**src/rtl/unified_mem_arbiter.sv**
```systemverilog
`default_nettype none
// ============================================================================
// Module      : unified_mem_arbiter
// Description : Shares one single-ported, variable-latency unified memory
//               between instruction fetch (IF) and load/store (MEM). Data
//               requests have priority; a starvation counter forces a fetch
//               grant after STARVE_MAX consecutive contended data grants.
//               The memory is driven through a held req / one-cycle ack
//               handshake. Read data is returned with a one-cycle done pulse.
// Revision    : 1.0 - initial release
// ============================================================================
module unified_mem_arbiter #(
    parameter int AW         = 32,
    parameter int DW         = 32,
    parameter int STARVE_MAX = 4
) (
    input  logic          clk,
    input  logic          reset,

    input  logic          if_req,
    input  logic [AW-1:0] if_addr,
    output logic [DW-1:0] if_rdata,
    output logic          if_done,

    input  logic          dm_req,
    input  logic          dm_we,
    input  logic [AW-1:0] dm_addr,
    input  logic [DW-1:0] dm_wdata,
    output logic [DW-1:0] dm_rdata,
    output logic          dm_done,

    output logic          mem_req,
    output logic          mem_we,
    output logic [AW-1:0] mem_addr,
    output logic [DW-1:0] mem_wdata,
    input  logic [DW-1:0] mem_rdata,
    input  logic          mem_ack,

    output logic          if_stall,
    output logic          mem_stall
);

    // Starve counter is 4 bits wide, which covers the legal 1..15 range.
    localparam logic [3:0] c_starve_max = 4'(STARVE_MAX);

    typedef enum logic [1:0] {
        S_IDLE    = 2'd0,
        S_IF_BUSY = 2'd1,
        S_DM_BUSY = 2'd2,
        S_RESP    = 2'd3
    } state_t;

    // Registered state
    state_t          r_state;
    logic            r_mem_req;
    logic            r_mem_we;
    logic [AW-1:0]   r_mem_addr;
    logic [DW-1:0]   r_mem_wdata;
    logic [DW-1:0]   r_if_rdata;
    logic [DW-1:0]   r_dm_rdata;
    logic            r_if_done;
    logic            r_dm_done;
    logic [3:0]      r_starve;

    // Next-state values
    state_t          w_state_nxt;
    logic            w_mem_req_nxt;
    logic            w_mem_we_nxt;
    logic [AW-1:0]   w_mem_addr_nxt;
    logic [DW-1:0]   w_mem_wdata_nxt;
    logic [DW-1:0]   w_if_rdata_nxt;
    logic [DW-1:0]   w_dm_rdata_nxt;
    logic            w_if_done_nxt;
    logic            w_dm_done_nxt;
    logic [3:0]      w_starve_nxt;

    // Arbitration decision, only meaningful in IDLE
    logic            w_starved;
    logic            w_grant_dm;
    logic            w_grant_if;

    // Fetch wins a contended cycle only once it has been passed over STARVE_MAX times.
    always_comb begin
        w_starved  = if_req && (r_starve == c_starve_max);
        w_grant_dm = dm_req && !w_starved;
        w_grant_if = if_req && !w_grant_dm;
    end

    // Next-state and next-output computation; every registered output is derived here.
    always_comb begin
        w_state_nxt     = r_state;
        w_mem_req_nxt   = r_mem_req;
        w_mem_we_nxt    = r_mem_we;
        w_mem_addr_nxt  = r_mem_addr;
        w_mem_wdata_nxt = r_mem_wdata;
        w_if_rdata_nxt  = r_if_rdata;
        w_dm_rdata_nxt  = r_dm_rdata;
        w_if_done_nxt   = 1'b0;
        w_dm_done_nxt   = 1'b0;
        w_starve_nxt    = r_starve;

        case (r_state)
            S_IDLE: begin
                if (w_grant_dm) begin
                    w_state_nxt     = S_DM_BUSY;
                    w_mem_req_nxt   = 1'b1;
                    w_mem_we_nxt    = dm_we;
                    w_mem_addr_nxt  = dm_addr;
                    w_mem_wdata_nxt = dm_wdata;
                    // Only a grant that actually passes over a waiting fetch counts.
                    if (if_req && (r_starve != c_starve_max)) begin
                        w_starve_nxt = r_starve + 4'd1;
                    end
                end else if (w_grant_if) begin
                    w_state_nxt     = S_IF_BUSY;
                    w_mem_req_nxt   = 1'b1;
                    w_mem_we_nxt    = 1'b0;
                    w_mem_addr_nxt  = if_addr;
                    w_mem_wdata_nxt = '0;
                    w_starve_nxt    = 4'd0;
                end
            end

            S_IF_BUSY: begin
                // Request/address stay frozen until the memory acknowledges.
                if (mem_ack) begin
                    w_state_nxt    = S_RESP;
                    w_mem_req_nxt  = 1'b0;
                    w_if_rdata_nxt = mem_rdata;
                    w_if_done_nxt  = 1'b1;
                end
            end

            S_DM_BUSY: begin
                if (mem_ack) begin
                    w_state_nxt    = S_RESP;
                    w_mem_req_nxt  = 1'b0;
                    // A store returns no data; present zero rather than bus junk.
                    w_dm_rdata_nxt = r_mem_we ? '0 : mem_rdata;
                    w_dm_done_nxt  = 1'b1;
                end
            end

            S_RESP: begin
                // Done pulse is visible this cycle; requests get one cycle to settle.
                w_state_nxt = S_IDLE;
            end

            default: begin
                w_state_nxt   = S_IDLE;
                w_mem_req_nxt = 1'b0;
            end
        endcase
    end

    // State and output registers with synchronous active-low reset; reset aborts any access.
    always_ff @(posedge clk) begin
        if (!reset) begin
            r_state     <= S_IDLE;
            r_mem_req   <= 1'b0;
            r_mem_we    <= 1'b0;
            r_mem_addr  <= '0;
            r_mem_wdata <= '0;
            r_if_rdata  <= '0;
            r_dm_rdata  <= '0;
            r_if_done   <= 1'b0;
            r_dm_done   <= 1'b0;
            r_starve    <= 4'd0;
        end else begin
            r_state     <= w_state_nxt;
            r_mem_req   <= w_mem_req_nxt;
            r_mem_we    <= w_mem_we_nxt;
            r_mem_addr  <= w_mem_addr_nxt;
            r_mem_wdata <= w_mem_wdata_nxt;
            r_if_rdata  <= w_if_rdata_nxt;
            r_dm_rdata  <= w_dm_rdata_nxt;
            r_if_done   <= w_if_done_nxt;
            r_dm_done   <= w_dm_done_nxt;
            r_starve    <= w_starve_nxt;
        end
    end

    // Output mapping; the stalls are the only combinational outputs.
    assign mem_req   = r_mem_req;
    assign mem_we    = r_mem_we;
    assign mem_addr  = r_mem_addr;
    assign mem_wdata = r_mem_wdata;
    assign if_rdata  = r_if_rdata;
    assign dm_rdata  = r_dm_rdata;
    assign if_done   = r_if_done;
    assign dm_done   = r_dm_done;

    assign if_stall  = if_req && !r_if_done;
    assign mem_stall = dm_req && !r_dm_done;

endmodule
`default_nettype wire

```
**config.mk**
```make
export PLATFORM = sky130hd
export DESIGN_NAME = unified_mem_arbiter
export DESIGN_NICKNAME = d
export VERILOG_FILES = /design/src/rtl/unified_mem_arbiter.sv
export SDC_FILE = /design/constraint.sdc
export NUM_CORES = 1
export LEC_CHECK = 0
export ABC_AREA = 1
export CORE_MARGIN = 2
export CORE_UTILIZATION = 25
export DETAILED_ROUTE_END_ITERATION = 10
export PLACE_DENSITY = 0.64
export SYNTH_ARGS = -nofsm -noshare
export SYNTH_HDL_FRONTEND = slang
export SYNTH_SLANG_ARGS = --single-unit
```
**constraint.sdc**
```tcl
create_clock -name clk -period 2.7 [get_ports clk]
set_input_delay 0.54 -clock clk [delete_from_list [all_inputs] [get_ports clk]]
set_output_delay 0.54 -clock clk [all_outputs]
set_load 0.01 [all_outputs]
```
==> flow_summary_export.csv <==
group,metric,value,unit
outcome,status,"finished clean",
yosys,synthesis.area,5620,um^2
critical_path,r2r_slack,1.02,ns
routing,post_drt_wl_per_cell,13.94,um
yosys,postSynthCellCount,776,
clocking,cts_buffers,17,
placement,dp_hpwl,12.62,mm
layout,syn2layout_area_growth,61.93,%
timing,tns,0,ns
routing,routed_wl,18.35,mm
routing,antenna_left,0,
timing,period_minus_slack,2.231,ns
timing,slew_viol_final,0,
critical_path,crit_path_top_delay_cell,"clkdlybuf4s50_1",
clocking,cts_max_level,4,
clocking,ctsResizeCount,0,
global_route,antenna_found_initial,0,
floorplanning,start_util,0.2560,
critical_path,worst_path_most_repeated_cell,"clkdlybuf4s50_1",
timing,finalHoldViolCount,0,
critical_path,r2r_start,"r_starve[0]",
timing,period_share,0.8262,
clocking,cts_root_buffer,"clkbuf_16",
critical_path,criticalPathCategory,"in -> out",
yosys,synth_nets,916,
clocking,cts_hold_buf,0,
timing,fmax,0.4483,GHz
layout,final_common_cell,"clkdlybuf4s50_1",
layout,nets,1164,
global_route,gr-total-overflow,0,
floorplanning,io-pin-count,268,
critical_path,worst-r2r-cell-count,10,
critical_path,arrival,1.69,ns
global_route,grt_max_degree,100,
yosys,synth.yosys.seq_area_share,0.4915,
floorplanning,rows,54,
yosys,syn_area_per_cell,7.243,um^2
routing,via_per_inst,4.355,
placement,dp.cells,1285,
timing,rsz0062_at_grt,"false",
routing,drt_iter0_markers,244,
critical_path,cp_max_fo,2,
timing,relSlewSlack,0.5060,
yosys,synth.largest_area_cell,"dfxtp_1",
global_route,grt_util_all_layers,0.1546,
floorplanning,die_y,153.9,um
layout,final_layout_size_suffix_gt1_frac,0.05689,
layout,mostFrequentLayoutCells,"clkdlybuf4s50_1, nand2_1, nor2_1, dfxtp_1, nand3_1",
critical_path,reg2reg_to,"mem_wdata[12]",
placement,gp_congestion,0.7637,
layout,final_cells,1317,
routing,route.detailed.drc,0,
floorplanning,die_x,153.9,um
critical_path,startpoint,"if_req",
critical_path,critPathMaxStageDelay,0.54,ns
clocking,postCtsSetupRepairBufs,0,
yosys,synth_area_leaders,"dfxtp_1, nand3_1, nand2_1, nor2_1, o21ai_0",
yosys,post_synth_num_cell_types,21,
clocking,tritoncts,"built",
yosys,ys_warn_count,0,
clocking,clock-sinks,138,
yosys,synth_top_area_frac,0.4915,
timing,worst_slew_pin_slew,0.7401,ns
timing,finalSetupViolCount,0,
global_route,grt_pass1_wl,29.35,mm
power_and_ir_drop,p_leak,0.003908,uW
global_route,grt_pass1_vias,5473,
worst_hold_path,hp-class,"reg -> reg",
layout,antenna_cells,0,
routing,first_pass_iters,4,
routing,via_count,5735,
critical_path,endpoint,"if_stall",
yosys,ys_ff_latch,138,
timing,fin_skew,0.004878,ns
clocking,path_clk_slew,0.06,ns
critical_path,end_kind,"output port",
placement,port-buffer-count,267,
layout,fin_util,0.4145,
power_and_ir_drop,ir_worst_vdd,400.2,uV
critical_path,required,2.16,ns
clocking,clk_path_buf_depth,2,
floorplanning,coreArea,21960,um^2
critical_path,path_cells,"clkdlybuf4s50_1, inv_1, nor2_1, clkdlybuf4s50_1",
floorplanning,die-area,23700,um^2
power_and_ir_drop,powerDensity,865.2,nW/um^2
critical_path,cp-start-kind,"input pin",
clocking,clk_latency,0.42,ns
job,cap_violations,0,
==> cells in the mapped netlist <==
cell type  count
inv_2          3
xnor2_1        1
nand2_1      148
ha_1           6
nand3_1      130
buf_1          6
nor2_1       138
clkbuf_1      21
xor2_1         1
o21ai_1        2
a21oi_1       37
clkbuf_2       1
buf_6          3
inv_1         46
nand2_4        2
nor2_2         1
buf_4          8
o21ai_0       65
dfxtp_1      138
buf_2         17
nor2_4         2
==> routing by layer <==
| metal | vias to the layer above | GRT usage | wire length [um] |
|---|---|---|---|
| met1 | 2543 | 0.1954 | 8344 |
| met3 | 32 | 0.03918 | 986 |
| met5 | - | 0 | 0 |
| li1 | 2979 | - | - |
| met4 | 0 | 0.06720 | 533 |
| met2 | 181 | 0.2496 | 8490 |
==> flip-flops by register name, summed over array words and instances, names as in the netlist <==
register	count
dm_done	1
dm_rdata	32
if_done	1
if_rdata	32
mem_addr	32
mem_req	1
mem_wdata	32
mem_we	1
r_starve	4
r_state	2
==> report_power, final <==
group	switching (uW)	internal (uW)	total, uW
Combinational	1480	1440	2920
Sequential	234	2510	2750
Clock	945	1260	2210
Total	2660	5220	7870
==> critical path: cells and delay by family <==
kind          cells  cell delay, ns
buf+inv           3            1.08
simple gates      1            0.08
==> how the worst min path moves through the flow <==
stage | from | endpoint | slack [ns] | cells after the start
6_report | mem_req | mem_req | 0.45 | 2
5_1_grt | dm_rdata[22] | dm_rdata[22] | 0.49 | 2
4_1_cts | mem_req | mem_req | 0.46 | 2
3_5_place_dp | mem_req | mem_req | 0.45 | 2
3_3_place_gp | mem_req | mem_req | 0.44 | 2
2_1_floorplan | r_state[1] | r_state[1] | 0.46 | 2
==> logic make-up after synthesis <==
| kind of cell | share of synthesized area |
|---|---|
| XOR/XNOR | 0.003117 |
| adder cells (fa/ha/maj) | 0.01336 |
| flip-flops | 0.4915 |
| AND/OR/NAND/NOR | 0.3159 |
| AO/OA/AOI/OAI | 0.09261 |
| buffers and inverters | 0.08348 |
==> area by class of cell <==
| type | instances | area (um^2) |
|---|---|---|
| inverters | 49 | 183.9 |
| repair buffers | 285 | 2865 |
| clock inverters | 15 | 125.1 |
| clock buffers | 17 | 425.4 |
| well taps | 280 | 350.3 |
| flip-flops and latches | 138 | 2763 |
| multi-input cells | 533 | 2389 |
| fillers | 2233 | 12860 |
==> per-stage QoR <==
stage | hold slack, ns | power [uW] | worst slack (ns) | cell area [um^2]
after floorplan | 0.4613 | 4279 | 0.9657 | 5620
after global placement | 0.4377 | 5707 | 0.4511 | 8551
after detailed placement | 0.4464 | 5743 | 0.4123 | 8551
after CTS | 0.4586 | 7991 | 0.4618 | 9101
after global routing | 0.4875 | 8398 | 0.3893 | 9101
final | 0.4496 | 7874 | 0.4693 | 9101
Note: power is estimated with default switching activity, not from simulation.
